===== src/rtl/f_ifu.sv =====
// f_ifu: fetch-stage instruction fetch unit.
// Owns the architectural PC, fetches over an im_req/im_ack handshake and
// presents F_pc/F_instr/F_valid to the F/D register. A fetched word that
// cannot be handed on because of stall_F is parked in a hold register.
// Optional build macro IFU_RANGE_CHECK_EN adds an IM_LO..IM_HI range check
// to the fetch address error (alignment is always checked).
module f_ifu #(
  parameter logic [31:0] PC_RESET = 32'h0000_3000,
  parameter logic [31:0] IM_LO    = 32'h0000_3000,
  parameter logic [31:0] IM_HI    = 32'h0000_6FFC
) (
  input  logic        clk,
  input  logic        reset_n,
  input  logic        stall_F,
  input  logic [31:0] npc,
  output logic        im_req,
  output logic [31:0] im_addr,
  input  logic        im_ack,
  input  logic [31:0] im_rdata,
  output logic [31:0] F_pc,
  output logic [31:0] F_instr,
  output logic        F_valid,
  output logic        F_exc_adel,
  output logic        fetch_stall
);

`ifdef IFU_RANGE_CHECK_EN
  localparam bit RANGE_EN = 1'b1;
`else
  localparam bit RANGE_EN = 1'b0;
`endif

  typedef enum logic [1:0] {
    BOOT = 2'd0,
    REQ  = 2'd1,
    HOLD = 2'd2
  } state_t;

  state_t      r_state;
  logic [31:0] r_pc;
  logic [31:0] r_hold;

  logic        w_pc_bad;
  logic        w_advance;

  // Address error detection and the combinational fetch-side outputs.
  always_comb begin
    w_pc_bad    = (r_pc[1:0] != 2'b00) ||
                  (RANGE_EN && ((r_pc < IM_LO) || (r_pc > IM_HI)));
    im_req      = (r_state == REQ) && !w_pc_bad;
    im_addr     = r_pc;
    F_pc        = r_pc;
    F_valid     = (r_state == HOLD) ||
                  ((r_state == REQ) && (w_pc_bad || im_ack));
    F_instr     = '0;
    if (F_valid) begin
      if (r_state == HOLD)
        F_instr = r_hold;
      else if (!w_pc_bad)
        F_instr = im_rdata;
    end
    F_exc_adel  = F_valid && w_pc_bad;
    fetch_stall = (r_state != BOOT) && !F_valid;
    w_advance   = F_valid && !stall_F;
  end

  // Fetch FSM: PC advance on hand-off, capture into hold register on stall.
  always_ff @(posedge clk or negedge reset_n) begin
    if (!reset_n) begin
      r_state <= BOOT;
      r_pc    <= PC_RESET;
      r_hold  <= '0;
    end else begin
      case (r_state)
        BOOT: r_state <= REQ;
        REQ: begin
          if (w_advance) begin
            r_pc <= npc;
          end else if (F_valid) begin
            r_hold  <= F_instr;
            r_state <= HOLD;
          end
        end
        HOLD: begin
          if (w_advance) begin
            r_pc    <= npc;
            r_state <= REQ;
          end
        end
        default: r_state <= BOOT;
      endcase
    end
  end

endmodule

===== config.mk =====
export PLATFORM = sky130hd
export DESIGN_NAME = f_ifu
export DESIGN_NICKNAME = d
export VERILOG_FILES = /design/src/rtl/f_ifu.sv
export SDC_FILE = /design/constraint.sdc
export NUM_CORES = 1
export LEC_CHECK = 0
export ABC_AREA = 1
export CAP_MARGIN = 0
export CORE_MARGIN = 1
export CORE_UTILIZATION = 50
export CTS_BUF_LIST = sky130_fd_sc_hd__clkbuf_8
export CTS_CLUSTER_SIZE = 10
export DETAILED_ROUTE_END_ITERATION = 10
export DONT_BUFFER_PORTS = 1
export PLACE_DENSITY = 0.65
export SETUP_SLACK_MARGIN = 0.05
export SYNTH_ARGS = -nofsm -noshare
export SYNTH_HDL_FRONTEND = slang
export SYNTH_SLANG_ARGS = --single-unit

===== constraint.sdc =====
create_clock -name clk -period 1.7 [get_ports clk]
set_input_delay 0.425 -clock clk [delete_from_list [all_inputs] [get_ports clk]]
set_output_delay 0.425 -clock clk [all_outputs]
set_load 0.05 [all_outputs]

==> results of run 1 <==
==> critical path: cells and delay by family (launching register included) <==
kind	cells	cell delay (ps)
DFF	1	390
adders and majority gates	1	180
and+or+nand+nor	2	220
buffers and inverters	3	460
AOI/OAI and AO/OA	1	210
==> repair_timing <==
item	in CTS	in global routing
hold endpoints to repair	66	66
pin swaps	21	6
endpoints found under the setup margin	102	106
buffers inserted	13	1
gates cloned	3	1
gates resized for setup	53	21
==> where the power goes <==
group	leakage [nW]	internal, mW	switching, mW
Combinational	1.28	2.34	5.28
Sequential	0.864	2.29	0.449
Clock	0.0920	0.644	0.585
Total	2.24	5.28	6.31
==> cells by family after synthesis <==
kind of cell               synth area share (%)
buffers and inverters                      18.2
adders and majority gates                 0.988
DFF                                        43.5
AOI/OAI and AO/OA                          21.2
and+or+nand+nor                            16.1
==> worst max-delay path by stage <==
stage	endpoint	slack, ps	cells past startpoint
3_3_place_gp	F_instr[3]	-480	6
5_1_grt	F_instr[9]	-610	7
6_report	F_instr[22]	-520	7
4_1_cts	F_instr[14]	-550	7
2_1_floorplan	F_instr[10]	-160	8
3_5_place_dp	F_instr[27]	-500	5
==> final cells by class <==
| class | instances | area share (%) |
|---|---|---|
| clock buffer | 12 | 3.27 |
| clock inverter | 4 | 0.520 |
| inverter | 69 | 7.55 |
| multi-input combinational | 249 | 35.3 |
| sequential | 66 | 32.9 |
| tap | 99 | 2.45 |
| timing repair buffer | 96 | 18.0 |
==> routing by layer <==
metal  global-route usage, %  up-vias
met5                       0        -
met4                    7.07        0
met3                    6.28        7
met2                    35.5      107
met1                    25.6     1385
li1                        -     1411
==> sequential cells by signal (all words and copies together) (netlist names) <==
signal / flops
F_pc: 32
r_hold: 32
r_state: 2
==> through the flow <==
step	cells	util (%)	power, mW	cell area, µm²
detailed placement	561	58.9	9.58	4300
floorplan	437	-	8.62	3950
CTS	593	67.6	11.5	4930
global route	595	69.3	12.2	5060
finish	595	69.3	11.6	5060
global placement	561	58.9	9.45	4300
==> cell usage in the layout (no fill, tap or decap) <==
cell / Yosys / routed
nand3_1: 2 / 2
nand2_4: 1 / 3
clkinvlp_4: 0 / 35
dfrtp_2: 0 / 2
ha_4: 0 / 2
nand2_1: 137 / 119
nand2_2: 2 / 17
inv_1: 69 / 36
dfrtp_1: 64 / 62
ha_1: 3 / 1
o21a_4: 0 / 28
clkbuf_8: 0 / 12
buf_16: 0 / 2
buf_8: 0 / 2
a21oi_2: 0 / 1
or2_2: 1 / 1
nor2_4: 1 / 3
buf_4: 36 / 78
nand3b_4: 1 / 1
buf_6: 12 / 5
dfstp_4: 0 / 2
o21a_1: 32 / 4
nand2_8: 0 / 1
inv_4: 0 / 1
nand3_4: 1 / 1
inv_2: 0 / 1
buf_12: 0 / 8
nor2_2: 1 / 1
o21ai_2: 64 / 64
clkbuf_16: 0 / 1
==> key figures, run 1 <==
Timing
  • Setup ws final: -524 ps
  • Fin. Hold Viols: 66
  • Setup TNS: -20480 ps
  • Rel. slew slack: around 80%
  • Post-route clock skew: a little over 9 ps
  • Final Setup Violations: 99
  • Final period utilization: 131%
  • Slew of the pin with the lowest slew margin: about 300 ps
  • Pins Over Slew Limit: 0
  • Final Critical Period: ~2200 ps
  • Peak Freq: about 450 MHz
  • Worst Hold Margin: -215 ps
  • RSZ-0062 raised after global routing: yes

Route
  • Vias: 2910
  • DRC Markers: 0
  • Final antenna-violating net count: 0
  • Routed WL: approximately 8.3 mm
  • Wirelength per Cell: ~14 µm
  • Router iterations before antenna repair: 4
  • Wire length on met1: 3.39 mm
  • Wire length on met3: 525 µm
  • Drt first-iter violations: 78
  • Vias per cell: just under 5
  • Top layer in use: met4
  • Met2 WL post-DR: approximately 4.3 mm

Logic synthesis
  • Largest cells by area after synthesis: dfrtp_1 42%, o21ai_2 15%, nand2_1 14%, buf_4 7.1%, inv_1 6.8%
  • Synth Instances: ~440
  • Post-synth EDFFs: 0
  • Synth Warn #: 0
  • Post-synth top cells: 137 x nand2_1, 69 x inv_1, 64 x dfrtp_1, 64 x o21ai_2, 36 x buf_4
  • Leading area contributor after synthesis: dfrtp_1
  • Post-synth top flop: dfrtp_1
  • Synth top area share: between 40% and 50%
  • Most common cell in the netlist: nand2_1
  • Syn nets: around 510
  • Seq cells post-synth: 66
  • Mapped Area: 3800 µm²
  • Avg Inst Size Synth: between 8 and 9 µm²
  • FFs w/ async S/R, synth: 100%
  • Distinct cells, synth: 21
  • Sequential area share after synthesis: a little over two fifths

Worst setup path
  • R2r startpoint: r_state[0]
  • Data required, critical path: approximately 1300 ps
  • Slowest cell on crit path: dfrtp_1
  • Reg-to-reg endpoint: r_hold[19]
  • Crit-path max cell delay: 390 ps
  • Worst Setup End Kind: primary output
  • CP startpoint: r_state[1]
  • Crit path DAT: about 1800 ps
  • Critical path class: register to primary output
  • Worst Setup Start Kind: register
  • CP max FO: 8
  • Reg2Reg Setup Slack: -100 ps
  • Critical path, cell by cell: buf_6 > ha_4 > nor2_4 > buf_12 > nand2_1 > o21a_4 > clkinvlp_4
  • R2R cell count: 9

Global routing
  • Initial antenna violation count: 0
  • All-Layer GR Usage: approximately a fifth
  • First-pass GRT wire length: 12.6 mm
  • Remaining global-route overflow: 0
  • Largest net degree at the start of global routing: between 60 and 70
  • Vias in the first global route: between 2000 and 3000

Placed design
  • GPL Wtd Cong: 0.725
  • IO buf count: 0
  • Pre-CTS setup slack: -504 ps
  • DP HPWL: 5.13 mm

Finish
  • Multi-input gate area: 1780 µm²
  • FILL cells: 596
  • Antenna diodes: 0
  • Share of cells above drive strength 1: between 50% and 60%
  • Nets: around 560
  • Register Area: roughly 1700 µm²
  • Layout overhead on the synthesized area: 33.0%

Die
  • Die Area: roughly 8000 µm²
  • Die Ht: between 80 and 90 µm
  • Die span in x: between 80 and 90 µm
  • Standard-cell rows: 31
  • Io pins: 168
  • CORE AREA: between 7000 and 8000 µm²
  • Starting Density: a little over half

Clock network
  • Clock-pin transition on the worst setup and hold timing paths: roughly 70 ps
  • CTS tree: yes
  • Clk sinks: 66
  • Clock buffers created by TritonCTS: 9
  • Worst-skew pair later-pin latency: between 300 and 400 ps
  • CTS root buf: clkbuf_8
  • Htree depth: 3
  • Maximum clock path buffer count: 2

Status
  • Failing checks: hold timing, setup timing
  • Outcome: complete, but fails checks

Power and ir drop
  • VDD IR-drop max: between 1 and 1.5 mV
  • Power Dens Cells: between 2000 and 2500 nW/µm²
  • Leak: approximately 2.2 nW

Min path
  • HP Class: primary input to asynchronous set/reset pin

Flow run
  • Number of max-cap violations: 0
Note: power is estimated with default switching activity, not from simulation.
==> inputs of run 2 (changes only) <==
==> constraint.sdc (replaced) <==
create_clock -name clk -period 1.7 [get_ports clk]
set_input_delay 0.34 -clock clk [delete_from_list [all_inputs] [get_ports clk]]
set_output_delay 0.34 -clock clk [all_outputs]
set_load 0.05 [all_outputs]
==> key figures, run 2 (synthesized netlist as in run 1, its figures left out) <==
Route
  • Final antenna-violating net count: 0
  • Router iterations before antenna repair: 4
  • Vias: between 2000 and 3000
  • Drt first-iter violations: roughly 130
  • Vias per cell: 4.98
  • DRC Markers: 0
  • Wirelength per Cell: 14.6 µm
  • Routed WL: approximately 8.7 mm

Clock network
  • Clk sinks: 66
  • Maximum clock path buffer count: 2
  • Worst-skew pair later-pin latency: 330 ps
  • Clock-pin transition on the worst setup and hold timing paths: roughly 80 ps
  • CTS root buf: clkbuf_8
  • Clock buffers created by TritonCTS: 9
  • CTS tree: yes
  • Htree depth: 3

Timing
  • Setup TNS: -17940 ps
  • Final Setup Violations: 82
  • RSZ-0062 raised after global routing: yes
  • Rel. slew slack: between 60% and 70%
  • Post-route clock skew: about 8 ps
  • Final Critical Period: 2150 ps
  • Pins Over Slew Limit: 0
  • Peak Freq: around 460 MHz
  • Setup ws final: -452 ps
  • Final period utilization: 127%
  • Worst Hold Margin: -302 ps
  • Slew of the pin with the lowest slew margin: 524 ps
  • Fin. Hold Viols: 66

Power and ir drop
  • Power Dens Cells: 2320 nW/µm²
  • VDD IR-drop max: 1.44 mV
  • Leak: around 2.4 nW

Global routing
  • Initial antenna violation count: 0
  • First-pass GRT wire length: between 10 and 15 mm
  • Vias in the first global route: approximately 2500
  • Largest net degree at the start of global routing: between 60 and 70
  • Remaining global-route overflow: 0
  • All-Layer GR Usage: between 10% and 20%

Finish
  • Final Util: between 70% and 80%
  • FILL cells: roughly 570
  • Nets: about 570
  • Antenna diodes: 0
  • Layout overhead on the synthesized area: 39.9%
  • Most common cell after layout, fill and taps aside: nand2_1
  • Most frequent cells in the layout: 88 x nand2_1, 72 x buf_4, 64 x o21ai_2
  • Share of cells above drive strength 1: 58.9%

Die
  • Standard-cell rows: 31
  • CORE AREA: about 7300 µm²
  • Starting Density: between 50% and 60%
  • Io pins: 168
  • Die Ht: roughly 89 µm
  • Die span in x: roughly 89 µm
  • Die Area: just under 8000 µm²

Worst setup path
  • Data required, critical path: ~1400 ps
  • CP max FO: 18
  • Worst Setup End Kind: primary output
  • Crit path DAT: between 1500 and 2000 ps
  • Critical path class: register to primary output
  • Worst Setup Start Kind: register

Status
  • Failing checks: hold timing, setup timing
  • Outcome: complete, but fails checks

Placed design
  • DP HPWL: 5.15 mm
  • GPL Wtd Cong: 0.694
  • IO buf count: 0

Flow run
  • Number of max-cap violations: 0

Min path
  • HP Class: primary input to asynchronous set/reset pin
run 2: routing by layer:
layer  vias to the layer above  track usage (%)  wire [µm]
met5                         -                0          0
met4                         0             6.93        152
met3                        17             5.72        531
met2                       124             31.3       4510
met1                      1419             21.9       3540
li1                       1429                -          -
run 2: final timing paths:
check / start / end / slack (ps) / depth (start not counted)
max in group asynchronous: reset_n / F_pc[12] / 1790 / 0
worst min-delay path: reset_n / r_hold[31] / -300 / 0
worst max-delay path: r_state[1] / F_instr[29] / -450 / 6
min in group clk: npc[13] / F_pc[13] / 110 / 2
worst min register to register: r_hold[14] / r_hold[14] / 480 / 2
worst max register to register: r_state[1] / F_pc[15] / -140 / 11
run 2: report_power, final:
group	total [mW]	internal, mW	switching, mW
Combinational	8.31	2.75	5.56
Clock	1.20	0.635	0.569
Sequential	2.82	2.28	0.538
run 2: what timing repair did:
item,CTS,global route
gates cloned,0,11
resized for setup,14,97
endpoints found under the hold margin,66,66
endpoints found under the setup margin,51,99
buffers inserted,2,9
pin swaps,2,3
run 2: through the flow:
step                instances  worst slack, ps  cell area, µm²  total power, mW
floorplan                 437            -70.9            3950             8.62
global placement          563            -55.1            4360             9.54
detailed placement        563            -68.5            4360             9.64
CTS                       581             -435            4650             11.0
global route              600             -533            5320             12.9
finish                    600             -452            5320             12.3
run 2: cell type report:
type | count | area, µm² | area share (%)
clock buffer | 12 | 165 | 3.11
clock inverter | 4 | 17.5 | 0.329
inverter | 69 | 379 | 7.13
multi-input combinational | 249 | 1920 | 36.1
sequential | 66 | 1660 | 31.2
tap | 99 | 124 | 2.33
timing repair buffer | 101 | 1050 | 19.8
run 2: critical path, cell delays in order, from the launching register on:
cell	delay, ps
dfrtp_1	460
inv_2	90
ha_4	170
nand2_2	120
buf_12	180
o21a_1	190
clkinvlp_4	260
==> inputs of run 3 (changes only) <==
PLACE_DENSITY = 0.67   (was 0.65)
==> key figures, run 3 (synthesized netlist as in run 1, its figures left out) <==
Die
  • CORE AREA: approximately 7300 µm²
  • Io pins: approximately 170
  • Die span in x: 89.2 µm
  • Die Ht: 89.2 µm
  • Standard-cell rows: 31
  • Die Area: between 7000 and 8000 µm²
  • Starting Density: about 52%

Power and ir drop
  • Post-layout power: ~12 mW
  • VDD IR-drop max: roughly 1.4 mV
  • Leak: about 2.4 nW
  • Power Dens Cells: around 2300 nW/µm²

Timing
  • Rel. slew slack: around two thirds
  • Fin. Hold Viols: 66
  • Final Critical Period: between 2000 and 2500 ps
  • Setup TNS: -14720 ps
  • Post-route clock skew: 9.88 ps
  • RSZ-0062 raised after global routing: yes
  • Final period utilization: 126%
  • Final Setup Violations: 45
  • Pins Over Slew Limit: 0
  • Slew of the pin with the lowest slew margin: 526 ps
  • Setup ws final: -448 ps
  • Peak Freq: around 470 MHz
  • Worst Hold Margin: -293 ps

Global routing
  • Met2 usage: a little under two fifths
  • Remaining global-route overflow: 0
  • All-Layer GR Usage: 21.3%
  • Met1 usage: 24.7%
  • Most Crowded Layer GR: met2
  • First-pass GRT wire length: around 13 mm
  • Initial antenna violation count: 0
  • Met3 Resource Use GR: 6.09%
  • Largest net degree at the start of global routing: 67
  • Vias in the first global route: about 2800

Route
  • Routed WL: 8.73 mm
  • Final antenna-violating net count: 0
  • Vias: approximately 3000
  • Wirelength per Cell: 14.3 µm
  • Router iterations before antenna repair: 4
  • DRC Markers: 0
  • Vias per cell: roughly 5.0
  • Drt first-iter violations: roughly 110

Clock network
  • CTS root buf: clkbuf_8
  • Htree depth: 3
  • Clock-pin transition on the worst setup and hold timing paths: 70 ps
  • CTS tree: yes
  • Maximum clock path buffer count: 2
  • Clock buffers created by TritonCTS: 9
  • Clk sinks: 66
  • Worst-skew pair later-pin latency: about 320 ps

Worst setup path
  • Worst Setup End Kind: primary output
  • Worst Setup Start Kind: register
  • Crit path DAT: 1810 ps
  • Data required, critical path: around 1400 ps
  • Critical path class: register to primary output
  • CP max FO: 8

Finish
  • Most common cell after layout, fill and taps aside: nand2_1
  • Antenna diodes: 0
  • Nets: ~580
  • Final Util: a little under three quarters
  • Most frequent cells in the layout: 108 x nand2_1, 80 x buf_4, 64 x o21ai_2
  • Non-filler cells, final: about 600
  • Layout overhead on the synthesized area: 37.5%
  • Share of cells above drive strength 1: 54.3%
  • FILL cells: between 500 and 600

Status
  • Outcome: complete, but fails checks
  • Failing checks: hold timing, setup timing

Placed design
  • DP HPWL: roughly 5.2 mm
  • GPL Wtd Cong: roughly 0.74
  • Dpl cells: ~570
  • IO buf count: 0

Flow run
  • Number of max-cap violations: 0

Min path
  • HP Class: primary input to asynchronous set/reset pin
## run 3: metrics by stage
stage	cell area (µm²)	setup slack [ps]
after global placement	4380	-89.5
after detailed placement	4380	-122
after CTS	4990	-446
after global routing	5230	-523
after floorplan	3950	-70.9
final	5230	-448
## run 3: what timing repair did
action,4_1_cts,5_1_grt
pin swaps,15,27
cloned,4,4
endpoints found under the setup margin,64,100
setup buffers,16,10
gates resized for setup,48,39
hold endpoints to repair,66,66
## run 3: critical path, cell delays in order, from the launching register on
cell and delay [ps]:
dfrtp_1 430, ha_4 190, nor2_4 100, buf_6 140, buf_12 130, nand2_1 60
o21a_1 230, clkinvlp_4 210
## run 3: area by class of cell
class / count / area, µm² / area share (%)
multi-input cells: 248 / 1740 / 33.2
repair buffers: 111 / 1130 / 21.6
clock buffers: 11 / 151 / 2.90
clock inverters: 5 / 46.3 / 0.886
inverters: 69 / 384 / 7.35
well taps: 99 / 124 / 2.37
flip-flops and latches: 66 / 1660 / 31.7
## run 3: path summary, 6_finish.rpt
kind	startpoint	endpoint	slack (ps)	depth (start not counted)
worst max-delay path	r_state[1]	F_instr[13]	-450	7
worst min register to register	r_hold[8]	r_hold[8]	480	2
max in group asynchronous	reset_n	F_pc[12]	1800	0
min in group clk	npc[13]	F_pc[13]	120	2
worst min-delay path	reset_n	r_hold[6]	-290	0
worst max register to register	r_state[1]	r_hold[11]	-40	9
## run 3: report_power, final
part           total (mW)  internal, mW  switching, mW  leakage [nW]
sequential           2.76          2.28          0.478         0.863
clock                1.31         0.741          0.570         0.113
combinational        7.90          2.53           5.37          1.43
## run 3: per-layer routing
| layer | vias to the layer above | share of wire [%] |
|---|---|---|
| met4 | 0 | 1.1 |
| met5 | - | 0 |
| met1 | 1443 | 40 |
| li1 | 1445 | - |
| met3 | 8 | 7.0 |
| met2 | 128 | 51 |
